$ cat config.mk
export PLATFORM = sky130hd
export DESIGN_NAME = pcw_download_ctrl_flat
export DESIGN_NICKNAME = d
export VERILOG_FILES = /design/src/rtl/pcw_download_ctrl_if.sv /design/src/rtl/pcw_download_ctrl.sv /design/src/flat_wrapper.sv
export SDC_FILE = /design/constraint.sdc
export NUM_CORES = 1
export LEC_CHECK = 0
export ABC_AREA = 1
export CAP_MARGIN = 15
export CORE_MARGIN = 2
export CORE_UTILIZATION = 50
export CTS_CLUSTER_SIZE = 12
export DETAILED_ROUTE_END_ITERATION = 8
export PLACE_DENSITY = 0.75
export SYNTH_ARGS = -nofsm -noshare
export SYNTH_HDL_FRONTEND = slang
export SYNTH_SLANG_ARGS = --single-unit
$ cat constraint.sdc
create_clock -name clk_sys -period 3.65 [get_ports clk_sys]
set_clock_uncertainty 0.2 [all_clocks]
set_input_delay 0.73 -clock clk_sys [delete_from_list [all_inputs] [get_ports clk_sys]]
set_output_delay 0.73 -clock clk_sys [all_outputs]
set_load 0.02 [all_outputs]
$ cat src/rtl/pcw_download_ctrl_if.sv
// Download-port bundle linking hps_io and boot_loader, pcw_download_ctrl and the pcw_core RAM port.
interface pcw_download_ctrl_if;
  logic        start;
  logic [15:0] rom_addr;
  logic [7:0]  rom_data;
  logic        ioctl_download;
  logic [7:0]  ioctl_index;
  logic        ioctl_wr;
  logic [15:0] ioctl_addr;
  logic [7:0]  ioctl_data;
  logic        ioctl_wait;
  logic        dn_busy;
  logic        dn_go;
  logic        dn_wr;
  logic [15:0] dn_addr;
  logic [7:0]  dn_data;
  logic [15:0] execute_addr;
  logic        execute_enable;
  logic        overflow;

  modport master (
    input  start, rom_data, ioctl_download, ioctl_index, ioctl_wr, ioctl_addr,
           ioctl_data, dn_busy,
    output rom_addr, ioctl_wait, dn_go, dn_wr, dn_addr, dn_data, execute_addr,
           execute_enable, overflow
  );

  modport slave (
    output start, rom_data, ioctl_download, ioctl_index, ioctl_wr, ioctl_addr,
           ioctl_data, dn_busy,
    input  rom_addr, ioctl_wait, dn_go, dn_wr, dn_addr, dn_data, execute_addr,
           execute_enable, overflow
  );
endinterface

$ cat src/rtl/pcw_download_ctrl.sv
// Sole driver of the pcw_core download port: replays the boot ROM into RAM at 0000 on start
// and streams host ioctl images into RAM through a small FIFO, throttling hps_io with ioctl_wait.
module pcw_download_ctrl #(
  parameter logic [15:0] BOOT_ROM_END = 16'd275,
  parameter int unsigned FIFO_DEPTH   = 8,
  parameter logic [7:0]  HOST_INDEX   = 8'd1,
  parameter logic [15:0] HOST_EXEC    = 16'h0000
) (
  input  logic                clk_sys,
  input  logic                reset,
  pcw_download_ctrl_if.master bus
);

  localparam int unsigned      PtrW      = $clog2(FIFO_DEPTH);
  localparam int unsigned      CntW      = PtrW + 1;
  localparam logic [CntW-1:0]  WaitLevel = CntW'(FIFO_DEPTH - 2);
  localparam logic [CntW-1:0]  FullLevel = CntW'(FIFO_DEPTH);

  typedef enum logic [2:0] {IDLE, BOOT_RD, BOOT_WR, HOST, DRAIN, EXEC} state_e;

  state_e          state_q, state_d;
  logic [15:0]     romAddr_q, romAddr_d;
  logic [15:0]     dnAddr_q, dnAddr_d;
  logic [7:0]      dnData_q, dnData_d;
  logic [15:0]     execAddr_q, execAddr_d;
  logic            pendStart_q, pendStart_d;
  logic            overflow_q, overflow_d;
  logic            dnWrLast_q;
  logic [PtrW-1:0] wrPtr_q, rdPtr_q;
  logic [CntW-1:0] count_q;

  logic [15:0] fifoAddr [FIFO_DEPTH];
  logic [7:0]  fifoData [FIFO_DEPTH];

  logic host, push, accept, pop, bootWr;

  assign host   = bus.ioctl_download && (bus.ioctl_index == HOST_INDEX);
  assign push   = host && bus.ioctl_wr;
  assign accept = push && (count_q != FullLevel);
  // The previous-cycle strobe check keeps host writes at most every other cycle.
  assign pop    = ((state_q == HOST) || (state_q == DRAIN)) && (count_q != '0) &&
                  !bus.dn_busy && !dnWrLast_q;
  assign bootWr = (state_q == BOOT_WR) && !bus.dn_busy;

  always_comb begin
    state_d     = state_q;
    romAddr_d   = romAddr_q;
    dnAddr_d    = dnAddr_q;
    dnData_d    = dnData_q;
    execAddr_d  = execAddr_q;
    pendStart_d = pendStart_q;
    overflow_d  = overflow_q || (push && !accept);

    unique case (state_q)
      IDLE: begin
        if (bus.start) begin
          state_d   = BOOT_RD;
          romAddr_d = '0;
        end else if (host) begin
          state_d = HOST;
        end
      end
      BOOT_RD: begin
        dnAddr_d = romAddr_q;
        dnData_d = bus.rom_data;
        state_d  = BOOT_WR;
      end
      BOOT_WR: begin
        if (!bus.dn_busy) begin
          if (romAddr_q == BOOT_ROM_END) begin
            state_d    = EXEC;
            execAddr_d = '0;
          end else begin
            romAddr_d = romAddr_q + 16'd1;
            state_d   = BOOT_RD;
          end
        end
      end
      HOST: begin
        if (bus.start) pendStart_d = 1'b1;
        if (!host) state_d = DRAIN;
      end
      DRAIN: begin
        if (bus.start) pendStart_d = 1'b1;
        if (count_q == '0) begin
          state_d    = EXEC;
          execAddr_d = HOST_EXEC;
        end
      end
      EXEC: begin
        if (pendStart_q) begin
          state_d     = BOOT_RD;
          romAddr_d   = '0;
          pendStart_d = 1'b0;
        end else if (host && (count_q != '0)) begin
          state_d = HOST;
        end else begin
          state_d = IDLE;
        end
      end
      default: state_d = IDLE;
    endcase

    // Capture the popped entry so address/data stay put in the cycle after the strobe.
    if (pop) begin
      dnAddr_d = fifoAddr[rdPtr_q];
      dnData_d = fifoData[rdPtr_q];
    end
  end

  always_ff @(posedge clk_sys) begin
    if (reset) begin
      state_q     <= IDLE;
      romAddr_q   <= '0;
      dnAddr_q    <= '0;
      dnData_q    <= '0;
      execAddr_q  <= '0;
      pendStart_q <= 1'b0;
      overflow_q  <= 1'b0;
      dnWrLast_q  <= 1'b0;
      wrPtr_q     <= '0;
      rdPtr_q     <= '0;
      count_q     <= '0;
    end else begin
      state_q     <= state_d;
      romAddr_q   <= romAddr_d;
      dnAddr_q    <= dnAddr_d;
      dnData_q    <= dnData_d;
      execAddr_q  <= execAddr_d;
      pendStart_q <= pendStart_d;
      overflow_q  <= overflow_d;
      dnWrLast_q  <= pop || bootWr;
      if (accept) wrPtr_q <= wrPtr_q + PtrW'(1);
      if (pop)    rdPtr_q <= rdPtr_q + PtrW'(1);
      unique case ({accept, pop})
        2'b10:   count_q <= count_q + CntW'(1);
        2'b01:   count_q <= count_q - CntW'(1);
        default: count_q <= count_q;
      endcase
    end
  end

  always_ff @(posedge clk_sys) begin
    if (accept) begin
      fifoAddr[wrPtr_q] <= bus.ioctl_addr;
      fifoData[wrPtr_q] <= bus.ioctl_data;
    end
  end

  assign bus.rom_addr       = romAddr_q;
  assign bus.dn_wr          = pop || bootWr;
  assign bus.dn_addr        = pop ? fifoAddr[rdPtr_q] : dnAddr_q;
  assign bus.dn_data        = pop ? fifoData[rdPtr_q] : dnData_q;
  assign bus.dn_go          = (state_q == BOOT_RD) || (state_q == BOOT_WR) ||
                              (state_q == HOST) || (state_q == DRAIN);
  assign bus.execute_enable = (state_q == EXEC);
  assign bus.execute_addr   = execAddr_q;
  assign bus.overflow       = overflow_q;
  assign bus.ioctl_wait     = (count_q >= WaitLevel) || (state_q == BOOT_RD) ||
                              (state_q == BOOT_WR) || (state_q == EXEC);

endmodule

$ cat src/flat_wrapper.sv
// flat-port wrapper written by rule: the top's interface ports become plain ports
module pcw_download_ctrl_flat 
#(
  parameter logic [15:0] BOOT_ROM_END = 16'd275,
  parameter int unsigned FIFO_DEPTH   = 8,
  parameter logic [7:0]  HOST_INDEX   = 8'd1,
  parameter logic [15:0] HOST_EXEC    = 16'h0000
)
  (clk_sys, reset, bus_start, bus_rom_data, bus_ioctl_download, bus_ioctl_index, bus_ioctl_wr, bus_ioctl_addr, bus_ioctl_data, bus_dn_busy, bus_rom_addr, bus_ioctl_wait, bus_dn_go, bus_dn_wr, bus_dn_addr, bus_dn_data, bus_execute_addr, bus_execute_enable, bus_overflow);
  pcw_download_ctrl_if bus_i ();
  input  logic clk_sys;
  input  logic reset;
  input wire logic [$bits(bus_i.start)-1:0] bus_start;
  input wire logic [$bits(bus_i.rom_data)-1:0] bus_rom_data;
  input wire logic [$bits(bus_i.ioctl_download)-1:0] bus_ioctl_download;
  input wire logic [$bits(bus_i.ioctl_index)-1:0] bus_ioctl_index;
  input wire logic [$bits(bus_i.ioctl_wr)-1:0] bus_ioctl_wr;
  input wire logic [$bits(bus_i.ioctl_addr)-1:0] bus_ioctl_addr;
  input wire logic [$bits(bus_i.ioctl_data)-1:0] bus_ioctl_data;
  input wire logic [$bits(bus_i.dn_busy)-1:0] bus_dn_busy;
  output wire logic [$bits(bus_i.rom_addr)-1:0] bus_rom_addr;
  output wire logic [$bits(bus_i.ioctl_wait)-1:0] bus_ioctl_wait;
  output wire logic [$bits(bus_i.dn_go)-1:0] bus_dn_go;
  output wire logic [$bits(bus_i.dn_wr)-1:0] bus_dn_wr;
  output wire logic [$bits(bus_i.dn_addr)-1:0] bus_dn_addr;
  output wire logic [$bits(bus_i.dn_data)-1:0] bus_dn_data;
  output wire logic [$bits(bus_i.execute_addr)-1:0] bus_execute_addr;
  output wire logic [$bits(bus_i.execute_enable)-1:0] bus_execute_enable;
  output wire logic [$bits(bus_i.overflow)-1:0] bus_overflow;
  assign bus_i.start = bus_start;
  assign bus_i.rom_data = bus_rom_data;
  assign bus_i.ioctl_download = bus_ioctl_download;
  assign bus_i.ioctl_index = bus_ioctl_index;
  assign bus_i.ioctl_wr = bus_ioctl_wr;
  assign bus_i.ioctl_addr = bus_ioctl_addr;
  assign bus_i.ioctl_data = bus_ioctl_data;
  assign bus_i.dn_busy = bus_dn_busy;
  assign bus_rom_addr = bus_i.rom_addr;
  assign bus_ioctl_wait = bus_i.ioctl_wait;
  assign bus_dn_go = bus_i.dn_go;
  assign bus_dn_wr = bus_i.dn_wr;
  assign bus_dn_addr = bus_i.dn_addr;
  assign bus_dn_data = bus_i.dn_data;
  assign bus_execute_addr = bus_i.execute_addr;
  assign bus_execute_enable = bus_i.execute_enable;
  assign bus_overflow = bus_i.overflow;
  pcw_download_ctrl #(.BOOT_ROM_END(BOOT_ROM_END), .FIFO_DEPTH(FIFO_DEPTH), .HOST_INDEX(HOST_INDEX), .HOST_EXEC(HOST_EXEC)) u_core (.clk_sys(clk_sys), .reset(reset), .bus(bus_i));
endmodule
After elaboration in Yosys (flattened, before gate mapping)
Memory sizes are Yosys's and may differ from the RTL's. A register that Yosys moved wholly into a read port is not among the register bits.
Index checks and enable logic that the tools add are counted.
{"block": "totals", "elab_cells": 105, "input_bits": 46, "output_inout_bits": 61, "memories": 2, "reg_bits": 72, "ram_bits": 192}
{"block": "classes", "addsub": 5, "n_eq_ne": 19, "n_lt_le_gt_ge": 1, "reduce_logical": 34, "n_mux": 33}
{"memory": "u_core.fifoAddr", "depth": 8, "width": 16, "rd": 1, "rd_clocked_by_memory_dff": 1, "write_ports": 1, "line": "pcw_download_ctrl.sv:32", "source": "logic [15:0] fifoAddr [FIFO_DEPTH];"}
{"memory": "u_core.fifoData", "depth": 8, "width": 8, "rd": 1, "rd_clocked_by_memory_dff": 1, "write_ports": 1, "line": "pcw_download_ctrl.sv:33", "source": "logic [7:0] fifoData [FIFO_DEPTH];"}
{"operator": "$mux W16", "n": 10}
{"operator": "$pmux W16 S3", "n": 1}
{"operator": "$mux W3", "n": 11}
{"operator": "$pmux W16 S2", "n": 1}
{"operator": "$mux W8", "n": 3}
{"operator": "$pmux W3 S6", "n": 1}
{"operator": "$add A16 B1 Y16 const B", "n": 1}
{"operator": "$eq A16 B9 Y1 const B", "n": 1}
{"operator": "$ne A2 B2 Y1 const B", "n": 5}
{"operator": "$logic_and A1 B1 Y1", "n": 9}
{"operator": "$logic_or A1 B1 Y1", "n": 9}
{"operator": "$eq A8 B1 Y1 const B", "n": 1}
{"operator": "$pmux W4 S2", "n": 1}
{"operator": "$reduce_and A4 Y1", "n": 2}
{"operator": "$reduce_bool A2 Y1", "n": 4}
{"operator": "$add A3 B1 Y3 const B", "n": 2}
{"operator": "$eq A3 B2 Y1 const B", "n": 2}
{"operator": "$eq A3 B3 Y1 const B", "n": 2}
{"operator": "$ne A2 B1 Y1 const B", "n": 3}
{"operator": "$reduce_and A5 Y1", "n": 1}
{"operator": "$add A4 B1 Y4 const B", "n": 1}
{"operator": "$ge A4 B3 Y1 const B", "n": 1}
{"operator": "$logic_not A4 Y1", "n": 1}
{"operator": "$ne A4 B4 Y1 const B", "n": 1}
{"operator": "other kinds (14)", "n": 18}

Logic depth before layout (Yosys ltp)
{"block": "depth", "ltp_word": 7, "ltp_mapped": 14, "depth_no_buf": 14}

Worst setup path after synthesis
Ideal clock, no wire load.
{"block": "synth_timing", "path_type": "input to register", "startpoint": "input port bus_ioctl_index[3]", "endpoint": "memory u_core.fifoAddr[4][0] (enable)", "path_buffers": 0, "path_stages": 8, "arrival_time_ns": 3.298, "setup_time_ns": 0.435, "required_ns": 3.015, "path_slack_ns": -0.283, "cell_sequence": "nor2_1 -> nand2_1 -> nor2_1 -> nand2_1 -> nor2_1 -> nand2_1 -> or2_1 -> nor3_1"}
{"block": "synth_between", "elab_chain_len": 6}
{"element": "start: declaration", "line": "flat_wrapper.sv:16", "source": "input wire logic [$bits(bus_i.ioctl_index)-1:0] bus_ioctl_index;"}
{"element": "$eq A8 B1 Y1", "line": "pcw_download_ctrl.sv:37", "source": "assign host = bus.ioctl_download && (bus.ioctl_index == HOST_INDEX);"}
{"element": "$logic_and A1 B1 Y1", "line": "pcw_download_ctrl.sv:37"}
{"element": "$logic_and A1 B1 Y1", "line": "pcw_download_ctrl.sv:38", "source": "assign push = host && bus.ioctl_wr;"}
{"element": "$logic_and A1 B1 Y1", "line": "pcw_download_ctrl.sv:39", "source": "assign accept = push && (count_q != FullLevel);"}
{"element": "$mux W1", "line": "pcw_download_ctrl.sv:144", "source": "if (accept) begin"}
{"element": "$mux W1 (implied by the code)", "line": "pcw_download_ctrl.sv:145", "source": "fifoAddr[wrPtr_q] <= bus.ioctl_addr;"}
{"element": "end: declaration", "line": "pcw_download_ctrl.sv:32"}
Every way passes these cells.

Final worst setup path
{"block": "layout_timing", "startpoint": "register u_core.state_q[2]", "endpoint": "output port bus_dn_addr[9]"}
{"block": "layout_between", "elab_chain_len": 6, "word_cells_on_any_way": 7, "classes_between": "eq/ne: 2; mux: 1; reduce/logical: 4"}
{"element": "start: declaration", "line": "pcw_download_ctrl.sv:21", "source": "state_e state_q, state_d;"}
{"element": "start signal: assignment", "line": "pcw_download_ctrl.sv:125", "source": "state_q <= state_d;"}
{"element": "$eq A3 B2 Y1 / $eq A3 B3 Y1 (equally long branches)", "line": "pcw_download_ctrl.sv:41", "source": "assign pop = ((state_q == HOST) || (state_q == DRAIN)) && (count_q != '0) &&"}
{"element": "$logic_or A1 B1 Y1 (*)", "line": "pcw_download_ctrl.sv:41"}
{"element": "$logic_and A1 B1 Y1 (*) (2 in a row)", "line": "pcw_download_ctrl.sv:41"}
{"element": "$logic_and A1 B1 Y1 (*)", "line": "pcw_download_ctrl.sv:42", "source": "!bus.dn_busy && !dnWrLast_q;"}
{"element": "$mux W16 (*)", "line": "pcw_download_ctrl.sv:152", "source": "assign bus.dn_addr = pop ? fifoAddr[rdPtr_q] : dnAddr_q;"}
{"element": "end: declaration", "line": "flat_wrapper.sv:25", "source": "output wire logic [$bits(bus_i.dn_addr)-1:0] bus_dn_addr;"}
Every way passes the cells marked *; elsewhere a longest branch is shown, timed or not.

==> flow_summary.json <==
{
  "grt_pass1_wl_mm": 41.0,
  "crit_start": "u_core.state_q[2]",
  "synth_most_common_cell": "edfxtp_1",
  "netlist_instances": 1036,
  "outcome": "complete, no violations",
  "grt_remaining_overflow": 0,
  "pre_cts_slack_ps": 199,
  "synthesis.area_um2": 10800,
  "crit_slowest_cell": "clkdlybuf4s50_1",
  "fin_area_um2": 13200,
  "r2r-end": "u_core.count_q[2]",
  "crit_path_frequent_cell": "inv_2",
  "p_leak_nw": 4.58,
  "peakVddDrop_uv": 347,
  "max_freq_mhz": 280,
  "worstPathBufferInverterCount": 4,
  "ys_warn_count": 0,
  "synth-main-ff-cell": "edfxtp_1",
  "hold_viol": 0,
  "h-tree-depth": 1,
  "cts_buffer_depth": 3,
  "start_kind": "register",
  "gp_congestion": 0.851,
  "grt_usage_pct": 23.5,
  "drtIter0Drc": 893,
  "finalMaxSlewViolations": 0,
  "finalSetupViolations": 0,
  "crit_family": "buffers and inverters",
  "worst_slew_pin_slew_ps": 525,
  "rows": 53,
  "grt_pass1_vias": 7639,
  "crit_arrival_ps": 2640,
  "cp-end-kind": "output pin",
  "cts_root_buffer": "clkbuf_16",
  "p_per_area_nw_per_um2": 478,
  "die_area_um2": 22800,
  "min-delay-start": "u_core.bus.overflow",
  "synth_top_area_cell": "edfxtp_1",
  "wirelength_mm": 27.2,
  "grt_max_degree": 51,
  "min_path_type": "reg -> reg",
  "yosysSeqAreaShare_pct": 64.2,
  "postSynthAreaPerCell_um2": 10.4,
  "setup_ws_ps": 77.6,
  "hpwl_mm": 16.5,
  "pin_count": 107,
  "core_um2": 21200,
  "die_w_um": 151,
  "start_util_pct": 51.2,
  "crit_end": "bus_dn_addr[9]",
  "setup.worst_path.class": "reg -> out",
  "fp.dieH_um": 151,
  "cap_violations": 0,
  "synth_common_cells": "edfxtp_1, nor2_1, o21ai_0, nand2_1, dfxtp_1",
  "ant_nets": 0,
  "synthTopCellsByArea": "edfxtp_1, dfxtp_1, o21ai_0",
  "clk_latency_ps": 530,
  "cts_tree": "built",
  "r2r_cells": 12,
  "synth_seq_cells": 251,
  "clk_pin_slew_ps": 60,
  "place_area_um2": 12200,
  "maxSlewHeadroom_pct": 64.9,
  "antenna_found_initial": 2,
  "grt_setup_unrepaired": "false",
  "fin_crit_ps": 3570,
  "crit_required_ps": 2720,
  "first_pass_iters": 7,
  "period_share_pct": 97.9,
  "cts_buffers": 26,
  "worstHoldPathCells": 1,
  "io_buffer_count": 90,
  "area_delta_synth_final_pct": 21.6,
  "clock_sinks": 251,
  "synth_edf_count": 192,
  "drc": 0,
  "viasPerCell": 5.75,
  "wl_per_cell_um": 19.1,
  "r2r-start": "u_core.state_q[2]",
  "drive_gt1_share_pct": 10.2,
  "cp_cell_sequence": "inv_2, o21ai_2, nand4_2, inv_2, buf_12, nand3_1, nand2_1, clkdlybuf4s50_1",
  "synth_top_cell_area_share_pct": 53.3,
  "worstPathMaxFanout": 27,
  "ys_async_sr_fraction_pct": 0,
  "critPathMaxStageDelay_ps": 630,
  "crit_cells": 8,
  "vias": 8167,
  "rrSetupSlack_ps": 1010,
  "synthDistinctLibCells": 39,
  "nNetsFinal": 1177
}
-- how the worst min path moves through the flow --
stage | to | slack (ps)
final | u_core.bus.overflow | 280
after global routing | u_core.bus.overflow | 310
after CTS | u_core.bus.overflow | 290
after detailed placement | u_core.bus.overflow | 270
after global placement | u_core.bus.overflow | 250
after floorplan | register | 270
-- power by group --
group / leakage, nW / switching (mW) / internal (mW)
Combinational: 1.97 / 0.352 / 0.219
Sequential: 2.21 / 0.0350 / 3.12
Clock: 0.406 / 1.03 / 1.54
-- cell type report --
type / instances / area (um2)
tap: 275 / 344
timing repair buffer: 121 / 1370
inverter: 45 / 174
clock buffer: 44 / 793
antenna: 1 / 2.50
fill: 1584 / 8000
clock inverter: 4 / 46.3
multi-input combinational: 680 / 3470
sequential: 251 / 6950
-- logic make-up (layout without fill, tap and decap cells) --
family | count (synthesis) | count (layout) | share of synthesized area [%]
simple gates | 393 | 393 | 15.5
buf+inv | 120 | 214 | 5.22
compound gates | 254 | 254 | 13.5
xor+xnor | 11 | 11 | 0.890
flops | 251 | 251 | 64.2
other cells | 1 | 17 | 0.0347
fa+ha+maj | 6 | 6 | 0.694
-- per-stage QoR --
stage | utilization, % | hold WS, ps | TNS (ps) | cells | total power, mW
2_1_floorplan | - | 266 | -27170 | 1051 | 3.56
3_3_place_gp | 57.5 | 250 | 0 | 1365 | 3.78
3_5_place_dp | 57.5 | 274 | 0 | 1365 | 3.79
4_1_cts | 61.5 | 288 | 0 | 1413 | 6.32
5_1_grt | 62.2 | 309 | 0 | 1420 | 6.49
6_report | 62.2 | 277 | 0 | 1421 | 6.29
-- routing by layer --
| layer | routed length (um) | up-vias | global-route usage, % |
|---|---|---|---|
| met5 | 11 | - | 0 |
| met4 | 503 | 2 | 7.10 |
| met2 | 12700 | 375 | 37.7 |
| met3 | 2590 | 45 | 5.66 |
| li1 | - | 3813 | - |
| met1 | 11300 | 3932 | 31.9 |
-- timing repair --
action / 4_1_cts / 5_1_grt
pin swaps: 0 / 2
resized for setup: 3 / 6
setup buffers: 0 / 4
hold buffers: 0 / 0
cloned: 0 / 3
setup endpoints to repair: 12 / 15
-- sequential cells by signal (all words and copies together) (netlist names), 4 cells and up, named ones only --
signal and cells:
u_core.dnData_q 8, u_core.count_q 4, u_core.dnAddr_q 16, u_core.fifoAddr 128, u_core.fifoData 64, u_core.bus.rom_addr 16
-- placed cells by master, fill, tap and decap left out, drive strengths merged --
master,n
ha,6
nand4,10
nor3,12
clkdlybuf4s50,90
clkbuf,47
nand3b,1
clkinv,2
conb,16
o221ai,24
dfxtp,59
and2,1
a21oi,53
or2,1
nand3,53
clkinvlp,1
nor2,175
nor3b,2
o211ai,24
diode,1
xor2,8
o21a,1
bufinv,1
o21ai,152
buf,28
inv,45
xnor2,3
edfxtp,192
nand2,138
Note: power is estimated with default switching activity, not from simulation.
